[src/rtl/keypad_scan_queue.sv]
// Row-scanned keypad with per-frame debounce and a press-event FIFO (valid/ready).
// Optional auto-repeat of a held key is enabled by defining KEYPAD_REPEAT_EN.
module keypad_scan_queue #(
  parameter int ROWS       = 4,
  parameter int COLS       = 4,
  parameter int SCAN_DIV   = 250000,
  parameter int DEBOUNCE   = 3,
  parameter int FIFO_DEPTH = 8,
`ifdef KEYPAD_REPEAT_EN
  parameter int REPEAT_FRAMES = 40,
`endif
  localparam int CW = $clog2(ROWS*COLS)
) (
  input  logic            clk,
  input  logic            rst,
  input  logic [COLS-1:0] keypadCol,
  output logic [ROWS-1:0] keypadRow,
  output logic            key_valid,
  output logic [CW-1:0]   key_code,
  input  logic            key_ready,
  output logic            key_held,
  output logic [CW-1:0]   held_code,
  output logic            multi_key,
  output logic            overflow,
  input  logic            ovf_clear
);

  // state    | meaning
  // STABLE   | stable class S accepted, watching for a differing frame
  // CHECK    | candidate C seen for N consecutive frames, not yet accepted
  localparam int DW = $clog2(SCAN_DIV);
  localparam int RW = $clog2(ROWS);
  localparam int NW = $clog2(DEBOUNCE+1);
  localparam int AW = $clog2(FIFO_DEPTH);

  localparam logic [1:0] K_NONE = 2'd0, K_ONE = 2'd1, K_MULTI = 2'd2;

  typedef struct packed {
    logic [1:0]    kind;
    logic [CW-1:0] code;
  } cls_t;

  typedef enum logic {ST_STABLE, ST_CHECK} state_t;

  logic [DW-1:0] dwell;
  logic [RW-1:0] row_idx;
  logic [1:0]    acc_cnt;
  logic [CW-1:0] acc_code;
  logic          sample, frame_close;
  logic [1:0]    row_cnt, merged_cnt;
  logic [2:0]    cnt_sum;
  logic [CW-1:0] row_code, merged_code;
  cls_t          frame_cls;

  assign sample      = (dwell == DW'(SCAN_DIV-1));
  assign frame_close = sample && (row_idx == RW'(ROWS-1));
  assign keypadRow   = ~(ROWS'(1) << row_idx);

  // Low-bit count saturates at 2; code is only meaningful when the frame total is 1.
  always_comb begin
    row_cnt  = 2'd0;
    row_code = '0;
    for (int c = COLS-1; c >= 0; c--) begin
      if (!keypadCol[c]) begin
        row_code = CW'(int'(row_idx)*COLS + c);
        if (row_cnt != 2'd2) row_cnt = row_cnt + 2'd1;
      end
    end
    cnt_sum        = {1'b0, acc_cnt} + {1'b0, row_cnt};
    merged_cnt     = (cnt_sum >= 3'd2) ? 2'd2 : cnt_sum[1:0];
    merged_code    = (acc_cnt == 2'd0) ? row_code : acc_code;
    frame_cls.kind = (merged_cnt == 2'd0) ? K_NONE : (merged_cnt == 2'd1) ? K_ONE : K_MULTI;
    frame_cls.code = (merged_cnt == 2'd1) ? merged_code : '0;
  end

  always_ff @(posedge clk or negedge rst) begin
    if (!rst) begin
      dwell    <= '0;
      row_idx  <= '0;
      acc_cnt  <= '0;
      acc_code <= '0;
    end else if (sample) begin
      dwell <= '0;
      if (frame_close) begin
        row_idx  <= '0;
        acc_cnt  <= '0;
        acc_code <= '0;
      end else begin
        row_idx  <= row_idx + 1'b1;
        acc_cnt  <= merged_cnt;
        acc_code <= merged_code;
      end
    end else begin
      dwell <= dwell + 1'b1;
    end
  end

  state_t        state, state_nx;
  cls_t          s_cls, s_nx, c_cls, c_nx;
  logic [NW-1:0] n_cnt, n_nx;
  logic          press_evt, rpt_evt, evt;

  always_ff @(posedge clk or negedge rst) begin
    if (!rst) begin
      state <= ST_STABLE;
      s_cls <= '0;
      c_cls <= '0;
      n_cnt <= '0;
    end else begin
      state <= state_nx;
      s_cls <= s_nx;
      c_cls <= c_nx;
      n_cnt <= n_nx;
    end
  end

  always_comb begin
    state_nx = state;
    s_nx     = s_cls;
    c_nx     = c_cls;
    n_nx     = n_cnt;
    if (frame_close) begin
      case (state)
        ST_STABLE: begin
          if (frame_cls != s_cls) begin
            if (DEBOUNCE == 1) begin
              s_nx = frame_cls;
            end else begin
              state_nx = ST_CHECK;
              c_nx     = frame_cls;
              n_nx     = NW'(1);
            end
          end
        end
        ST_CHECK: begin
          if (frame_cls == s_cls) begin
            state_nx = ST_STABLE;
          end else if (frame_cls != c_cls) begin
            c_nx = frame_cls;
            n_nx = NW'(1);
          end else if (int'(n_cnt) + 1 >= DEBOUNCE) begin
            s_nx     = c_cls;
            state_nx = ST_STABLE;
          end else begin
            n_nx = n_cnt + 1'b1;
          end
        end
        default: state_nx = ST_STABLE;
      endcase
    end
    press_evt = (s_nx != s_cls) && (s_nx.kind == K_ONE);
    evt       = press_evt || rpt_evt;
  end

`ifdef KEYPAD_REPEAT_EN
  localparam int PW = $clog2(REPEAT_FRAMES+1);
  logic [PW-1:0] rpt_cnt;
  logic          rpt_tick;

  assign rpt_tick = frame_close && (s_cls.kind == K_ONE) && (s_nx == s_cls);
  assign rpt_evt  = rpt_tick && (rpt_cnt == PW'(REPEAT_FRAMES-1));

  always_ff @(posedge clk or negedge rst) begin
    if (!rst)                rpt_cnt <= '0;
    else if (s_nx != s_cls)  rpt_cnt <= '0;
    else if (rpt_tick)       rpt_cnt <= rpt_evt ? '0 : rpt_cnt + 1'b1;
  end
`else
  assign rpt_evt = 1'b0;
`endif

  assign key_held  = (s_cls.kind == K_ONE);
  assign held_code = s_cls.code;
  assign multi_key = (s_cls.kind == K_MULTI);

  // Event is registered once so the push lands on the cycle after the frame close.
  logic          push_pend;
  logic [CW-1:0] push_code;

  always_ff @(posedge clk or negedge rst) begin
    if (!rst) begin
      push_pend <= 1'b0;
      push_code <= '0;
    end else begin
      push_pend <= evt;
      push_code <= s_nx.code;
    end
  end

  logic [CW-1:0] mem [FIFO_DEPTH];
  logic [AW:0]   wr_ptr, rd_ptr;
  logic          empty, full, do_pop, do_push, drop;

  assign empty   = (wr_ptr == rd_ptr);
  assign full    = (wr_ptr == {~rd_ptr[AW], rd_ptr[AW-1:0]});
  assign do_pop  = !empty && key_ready;
  assign do_push = push_pend && (!full || do_pop);
  assign drop    = push_pend && full && !do_pop;

  assign key_valid = !empty;
  assign key_code  = empty ? '0 : mem[rd_ptr[AW-1:0]];

  always_ff @(posedge clk) begin
    if (do_push) mem[wr_ptr[AW-1:0]] <= push_code;
  end

  always_ff @(posedge clk or negedge rst) begin
    if (!rst) begin
      wr_ptr   <= '0;
      rd_ptr   <= '0;
      overflow <= 1'b0;
    end else begin
      if (do_push)        wr_ptr   <= wr_ptr + 1'b1;
      if (do_pop)         rd_ptr   <= rd_ptr + 1'b1;
      if (drop)           overflow <= 1'b1;
      else if (ovf_clear) overflow <= 1'b0;
    end
  end

endmodule

[config.mk]
export PLATFORM = sky130hd
export DESIGN_NAME = keypad_scan_queue
export DESIGN_NICKNAME = d
export VERILOG_FILES = /design/src/rtl/keypad_scan_queue.sv
export SDC_FILE = /design/constraint.sdc
export NUM_CORES = 1
export LEC_CHECK = 0
export BUFFER_PORTS_ARGS = -buffer_cell sky130_fd_sc_hd__buf_2
export CAP_MARGIN = 15
export CORE_UTILIZATION = 52
export CTS_BUF_LIST = sky130_fd_sc_hd__clkbuf_8
export DETAILED_ROUTE_END_ITERATION = 8
export MAX_ROUTING_LAYER = met4
export PLACE_DENSITY_LB_ADDON = 0.15
export SETUP_SLACK_MARGIN = 0.05
export SLEW_MARGIN = 25
export SYNTH_ARGS = -nofsm -noshare
export SYNTH_HDL_FRONTEND = slang
export SYNTH_SLANG_ARGS = --single-unit
export TNS_END_PERCENT = 1
[constraint.sdc]
create_clock -name clk -period 7.1 [get_ports clk]
set_clock_uncertainty 0.05 [all_clocks]
set_input_delay 0.71 -clock clk [delete_from_list [all_inputs] [get_ports clk]]
set_output_delay 0.71 -clock clk [all_outputs]
set_load 0.01 [all_outputs]
# Word level (Yosys, flattened, before mapping)
# Memories as Yosys holds them, arrays and structs flattened.
# Index checks and enable logic that the tools add are counted.
[op_classes]
n_addsub = 13
magnitude_cmp = 2
n_eq_ne = 19
shift = 1
n_mux = 44
n_bitwise = 3
reduce_logical = 15
[ops]
columns = ["cell", "count"]
rows = [
  ["two-way mux 6 bit", 8],
  ["two-way mux 4 bit", 8],
  ["two-way mux 2 bit", 15],
  ["adder 18 x 1 -> 18 bit, second input constant", 1],
  ["equality test 18 bit, second input constant", 1],
  ["two-way mux 18 bit", 1],
  ["inequality test 6 bit", 3],
  ["adder 4 x 1 -> 4 bit, second input constant", 3],
  ["one-hot mux 6 bit (2 select lines)", 1],
  ["adder 2 x 1 -> 2 bit, second input constant", 5],
  ["inequality test 2 bit, second input constant", 5],
  ["two-way mux 1 bit", 9],
  ["adder 4 x 2 -> 4 bit, second input constant", 2],
  ["equality test 4 bit", 2],
  ["AND reduction 4 bit", 2],
  ["equality test 2 x 1 -> 1 bit, second input constant", 3],
  ["equality test 6 bit", 1],
  [">= comparator 3 x 2 -> 1 bit, second input constant", 2],
  ["logical AND 1 bit", 6],
  ["equality test 2 bit, second input constant", 2],
  ["logical NOT 2 bit", 2],
  ["inverter 4 bit", 1],
  ["one-hot mux 2 bit (2 select lines)", 1],
  ["<< shifter 1 x 2 -> 4 bit, first input constant", 1],
  ["other kinds (9)", 12],
]
[totals]
regBits = 51
ram_bits = 32
inputBits = 8
out_inout_bits = 16
word_cells = 112
mem_count = 1
[memory_table]
columns = ["name", "depth", "width", "rd", "rd_clocked_by_memory_dff", "wr", "line_no", "rtl"]
rows = [
  ["mem", 8, 4, 1, 0, 1, "190", "logic [CW-1:0] mem [FIFO_DEPTH];"],
]

# Depth between registers and ports, before layout
# Gate-level depths: netlist (run 1).
[depth]
word_depth = 23
mapped_depth = 18
depth_no_buf = 16

# Worst setup path before layout (run 1)
# No wires, ideal clock.
[synth_path]
path_type = "in2reg"
start = "input keypadCol[2]"
end = "register push_code[0]"
setup_ps = 125
t_arrival_ps = 3826
required_time_ps = 6925
setup_slack_ps = 3099
path_stages = 16
path_buffers = 1
cell_sequence = "inv_1 ha_1 mux2i_1 ha_1 nor2_1 a21oi_1 ha_1 inv_1 fa_1 nand3_1 or2_1 a211o_1 nor4_4 and3_1 buf_6 mux2_4"
[synth_lines]
columns = ["element", "line_no", "rtl"]
rows = [
  ["start, declared", "16", "input logic [COLS-1:0] keypadCol,"],
  ["end signal, assigned", "186", "push_code <= s_nx.code;"],
  ["end, declared", "178", "logic [CW-1:0] push_code;"],
]

==> metrics.csv, run 1 <==
metric,value,unit
yosys_warnings,0,
max_cap_violations,0,
cp-end-kind,flip-flop,
start_util,54.20,%
crit-reg2reg-launch,acc_cnt[0],
dr.pass1.iters,4,
fin_crit_sh,63.11,%
worst_pin_slew,0.6800,ns
maxSlewViolCount,0,
grt_pass1_wl,13.41,mm
antenna_found_initial,0,
yosysSeqAreaShare,53.14,%
startpoint_type,input port,
routed_wl,7.780,mm
synthToLayoutAreaGrowth,7.935,%
die-area,8460,um^2
cp-startpoint,keypadCol[2],
cts-root-buf,clkbuf_8,
wl_per_cell,16.24,um
timing.fmax,223.2,MHz
instances_no_fill,479,
cts.sinks,83,
cts_tree,built,
synth_cell_type_count,55,
place.port_buffers,23,
ir_drop,0.1366,mV
drcViolationCount,0,
ctsHoldBuffers,0,
syn_inst,354,
ctsResizeCount,0,
grt_max_degree,52,
viasPerCell,5.549,
layout_min_cycle_time,4.481,ns
cts_buffer_depth,2,
antenna_cells,0,
cts_max_level,3,
synth-seq-cells,83,
fp.dieH,91.98,um
critPathMaxFanout,15,
clock_latency,0.36,ns
relSlewSlack,54.67,%
die_w,91.98,um
synth-main-ff-cell,dfrtp_1,
r2r-end,push_code[0],
setup_viol,0,
fp.coreArea,7767,um^2
ff2ff_path_depth,9,
grt_pass1_vias,2681,
rsz0062_at_grt,no,
critPathCapture,push_code[0],
rows,32,
dp_slack,2.227,ns
reg2reg_slack,3.38,ns
layout_setup_ws,2.619,ns
placed_cell_area,4369,um^2
path_clk_slew,0.09,ns
arrival,4.67,ns
hold_viol,0,
dr.first_iter.drc_count,135,
synth_edf_count,32,
fin_tns_setup,0,ns
postSynthAreaPerCell,11.89,um^2
grt_usage,21.52,%
p_leak,1.997,nW
overflow,0,
drive_above_1_share,17.77,%
cts_buffers,9,
hold_class,input port to asynchronous set/reset pin,
syn_area,4210,um^2
synthArstFlopShare,61.45,%
post_cts_buffers,0,
num-nets-final,396,
dpl.hpwl,5.626,mm
crit_type,input port to flip-flop,
finish.utilization,58.51,%
crit_required,7.29,ns
fin_area,4544,um^2
num_io_pins,24,
antenna_left,0,
synth.net_count,378,
run_status,"finished, final reports clean",
placedCellCount,463,
vias,2658,
gp_congestion,0.8184,
powerDensity,214.2,nW/um^2
-- metrics by stage --
step	hold slack (ns)	power, mW
floorplan	0.3644	0.6486
CTS	0.4232	0.9861
finish	0.3832	0.9733
global route	0.4489	1.019
detailed placement	0.4118	0.6827
global placement	0.3946	0.6780
-- layer usage --
| layer | vias up | global-route usage (%) | routed length [um] |
|---|---|---|---|
| met5 | - | - | 0 |
| met1 | 1302 | 24.51 | 3212 |
| li1 | 1289 | - | - |
| met4 | 0 | 7.682 | 147 |
| met2 | 53 | 37.38 | 4123 |
| met3 | 14 | 4.726 | 296 |
-- worst max-delay path, stage by stage --
cell and delay [ns]:
buf_2 0.14, inv_1 0.06, ha_1 0.28, mux2i_1 0.19, ha_1 0.18, nor2_1 0.04, a21oi_1 0.11, ha_1 0.15
inv_1 0.04, fa_1 0.51, nand3_1 0.39, or2_1 0.41, a211o_1 0.33, nor4_4 0.34, and3_1 0.44, mux2_4 0.33
-- layout make-up --
cell class | count | area (um^2)
Clock buffer | 9 | 123.9
Clock inverter | 7 | 51.30
Tap cell | 102 | 127.6
Sequential cell | 83 | 2237
Multi-Input combinational cell | 233 | 1803
Fill cell | 660 | 3223
Inverter | 21 | 78.83
Timing Repair Buffer | 24 | 122.6
-- Yosys cell counts, types with 9 or more instances --
cell type	count	share of area, %
edfxtp_1	32	23
ha_1	15	4.5
dfrtp_1	51	30
inv_1	21	1.9
nand3_1	10	1.2
xnor2_1	15	3.1
nand2_1	23	2.1
nor2_1	30	2.7
xor2_1	12	2.5
nor3_1	9	1.1
o21ai_0	14	1.7
-- placed cells by master, fill, tap and decap left out, drive strengths merged, types with 13 or more instances in the layout --
cell / count
dfrtp: 51
edfxtp: 32
nor2: 31
buf: 24
nand2: 23
inv: 23
xnor2: 15
ha: 15
o21ai: 14
mux2: 13
-- worst min path at each step --
stage	cells after the start	slack (ns)	endpoint
after detailed placement	1	0.41	dwell[0]
final	2	0.38	rd_ptr[3]
after global placement	1	0.39	dwell[0]
after global routing	1	0.45	dwell[0]
after CTS	2	0.42	rd_ptr[0]
after floorplan	0	0.36	acc_cnt[0]
-- kinds of logic after synthesis --
kind of cell	count (synthesis)	share of synthesized area, %
compound gates	45	7.400
xor+xnor	27	5.617
fa+ha+maj	16	4.933
buf+inv	38	4.042
flops	83	53.14
mux	28	10.04
simple gates	117	14.83
-- flip-flops by register name, summed over array words and instances, names as in the netlist --
name / cells
mem: 32
dwell: 18
c_cls: 6
acc_code: 4
push_code: 4
rd_ptr: 4
wr_ptr: 4
acc_cnt: 2
n_cnt: 2
row_idx: 2
s_cls: 2
overflow: 1
push_pend: 1
state: 1
-- report_power, final --
group | leakage [nW] | internal [mW] | switching, mW | total [mW]
Sequential | 1.02 | 0.509 | 0.0470 | 0.556
Clock | 0.0876 | 0.129 | 0.176 | 0.305
Combinational | 0.894 | 0.0660 | 0.0464 | 0.112
No activity file was read; power rests on OpenSTA's default activity.
==> run 2, diff against run 1 <==
==> constraint.sdc (replaced) <==
create_clock -name clk -period 4.5 [get_ports clk]
set_clock_uncertainty 0.05 [all_clocks]
set_input_delay 0.45 -clock clk [delete_from_list [all_inputs] [get_ports clk]]
set_output_delay 0.45 -clock clk [all_outputs]
set_load 0.01 [all_outputs]
==> run 2 against run 1 <==
Global-route usage down 0.42 points. Worst setup slack worse by 2.1 ns. Worst hold slack worse by 0.27 ns. Critical path depth up 1. Clock-buffer cell count unchanged. Combinational power up 60%. Die area unchanged. Wire length down 2.2%. Critical endpoint is now push_code[3]. Largest cell class unchanged.
==> metrics.csv, run 2 (synthesis gave the netlist of run 1 again) <==
metric,value,unit,change
setup_viol,0,,unchanged
cts-root-buf,clkbuf_8,,
die_w,91.98,um,unchanged
critical_path.top_delay_family,adder cells,,
powerDensity,349.7,nW/um^2,+63%
drive_above_1_share,18.47,%,+0.70 points
clock_latency,0.36,ns,about the same
ctsResizeCount,0,,unchanged
fin_tns_setup,0,ns,unchanged
fp.coreArea,7767,um^2,unchanged
antenna_cells,0,,unchanged
largest_reg_flops,32,,unchanged
cp-end-kind,flip-flop,,
dr.pass1.iters,4,,unchanged
fp.dieH,91.98,um,unchanged
timing.fmax,250.0,MHz,
rows,32,,unchanged
num-nets-final,398,,+0.51%
path_cells,"buf_2, inv_1, ha_1, mux2i_1, ha_1, nor2_1, a21oi_1, ha_1, inv_1, fa_1, nand3_1, o22ai_1, xnor2_1, o31ai_1, nor4_4, and3_1, mux2_4",,
worst-path-buf-inv,3,,unchanged
hold_viol,0,,unchanged
crit_required,4.70,ns,-2.59 ns
fill_cells,677,,+2.6%
p_leak,2.021,nW,+1.2%
path_clk_slew,0.09,ns,about the same
post_cts_buffers,0,,unchanged
max_cap_violations,0,,unchanged
cp_slowest_stage_delay,0.54,ns,+0.03 ns
drcViolationCount,0,,unchanged
dr.first_iter.drc_count,119,,-12%
routed_wl,7.611,mm,-2.2%
placedCellCount,465,,+0.43%
layout_min_cycle_time,3.999,ns,
critPathMaxFanout,8,,-7
layout_common_cells,"dfrtp_1 (51), edfxtp_1 (32), nor2_1 (30)",,
final-seq-area,2237,um^2,unchanged
ctsHoldBuffers,0,,unchanged
grt_pass1_wl,13.17,mm,-1.7%
die-area,8460,um^2,unchanged
arrival,4.20,ns,-0.47 ns
cts.sinks,83,,unchanged
overflow,0,,unchanged
viasPerCell,5.428,,-2.2%
relSlewSlack,57.09,%,+2.4 points
layout_commonest_cell,dfrtp_1,,
num_io_pins,24,,unchanged
place.port_buffers,23,,unchanged
instances_no_fill,481,,+0.42%
vias,2611,,-1.8%
gp_congestion,0.8557,,+4.6%
startpoint_type,input port,,
multi_input_area,1803,um^2,unchanged
cts_buffer_depth,2,,unchanged
wl_per_cell,15.82,um,-2.6%
fin_crit_sh,88.87,%,
grt_max_degree,52,,unchanged
grt_usage,21.10,%,-0.42 points
cts_buffers,9,,unchanged
worst_pin_slew,0.6436,ns,-0.03638 ns
synthToLayoutAreaGrowth,9.064,%,
antenna_left,0,,unchanged
antenna_found_initial,0,,unchanged
hold_class,input port to asynchronous set/reset pin,,
dpl.hpwl,5.500,mm,-2.2%
crit_top_cell,ha_1,,
cts_tree,built,,
run_status,"finished, final reports clean",,
grt_pass1_vias,2708,,+1.0%
ir_drop,0.1755,mV,+28%
crit_path_top_delay_cell,fa_1,,
maxSlewViolCount,0,,unchanged
start_util,54.20,%,unchanged
cts_max_level,3,,unchanged
crit_type,input port to flip-flop,,
rsz0062_at_grt,no,,
## run 2: changes by cell type in the layout (fill, tap and decap cells not counted), sizes merged
cell | before | now
buf | 24 | 26
clkinv | 4 | 2
bufinv | 0 | 1
inv | 23 | 24
## run 2: path summary, 6_finish.rpt
kind | from | end | slack, ns | cells after the start
min in group clk | ovf_clear | overflow | 0.22 | 2
min | rst | rd_ptr[2] | 0.11 | 2
max in group asynchronous | rst | dwell[3] | 3.82 | 2
max reg2reg | acc_cnt[0] | push_code[3] | 0.95 | 10
max | keypadCol[2] | push_code[3] | 0.50 | 17
min reg2reg | dwell[0] | dwell[0] | 0.42 | 1
## run 2: metal layers
metal,track usage (%),vias to the layer above,part of all wire [%],wire length [um]
met5,-,-,0,0
met4,9.766,0,2.5,188
met3,3.566,13,2.4,180
met2,35.88,30,52,3984
met1,24.50,1272,43,3258
li1,-,1296,-,-
## run 2: cell type report
cell class	instances	share of cell area, %
repair buffers	26	2.997
multi-input cells	233	39.26
inverters	21	1.717
clock buffers	9	2.698
clock inverters	7	1.826
well taps	102	2.779
flip-flops and latches	83	48.72
## run 2: per-stage QoR
stage / hold slack [ns] / instance area, um^2 / setup slack, ns / total power, mW / util [%]
2_1_floorplan: 0.1044 / 4210 / 0.7588 / 1.023 / -
3_3_place_gp: 0.3957 / 4384 / 0.2440 / 1.072 / 56.44
3_5_place_dp: 0.4052 / 4384 / 0.1290 / 1.075 / 56.44
4_1_cts: 0.1612 / 4592 / 0.5220 / 1.629 / 59.12
5_1_grt: 0.1918 / 4592 / 0.2658 / 1.684 / 59.12
6_report: 0.1094 / 4592 / 0.5006 / 1.606 / 59.12
## run 2: power by group
part	leakage [nW]	internal [mW]	switching (mW)
Sequential	1.02	0.803	0.0710
Combinational	0.903	0.106	0.0734
Clock	0.102	0.266	0.287
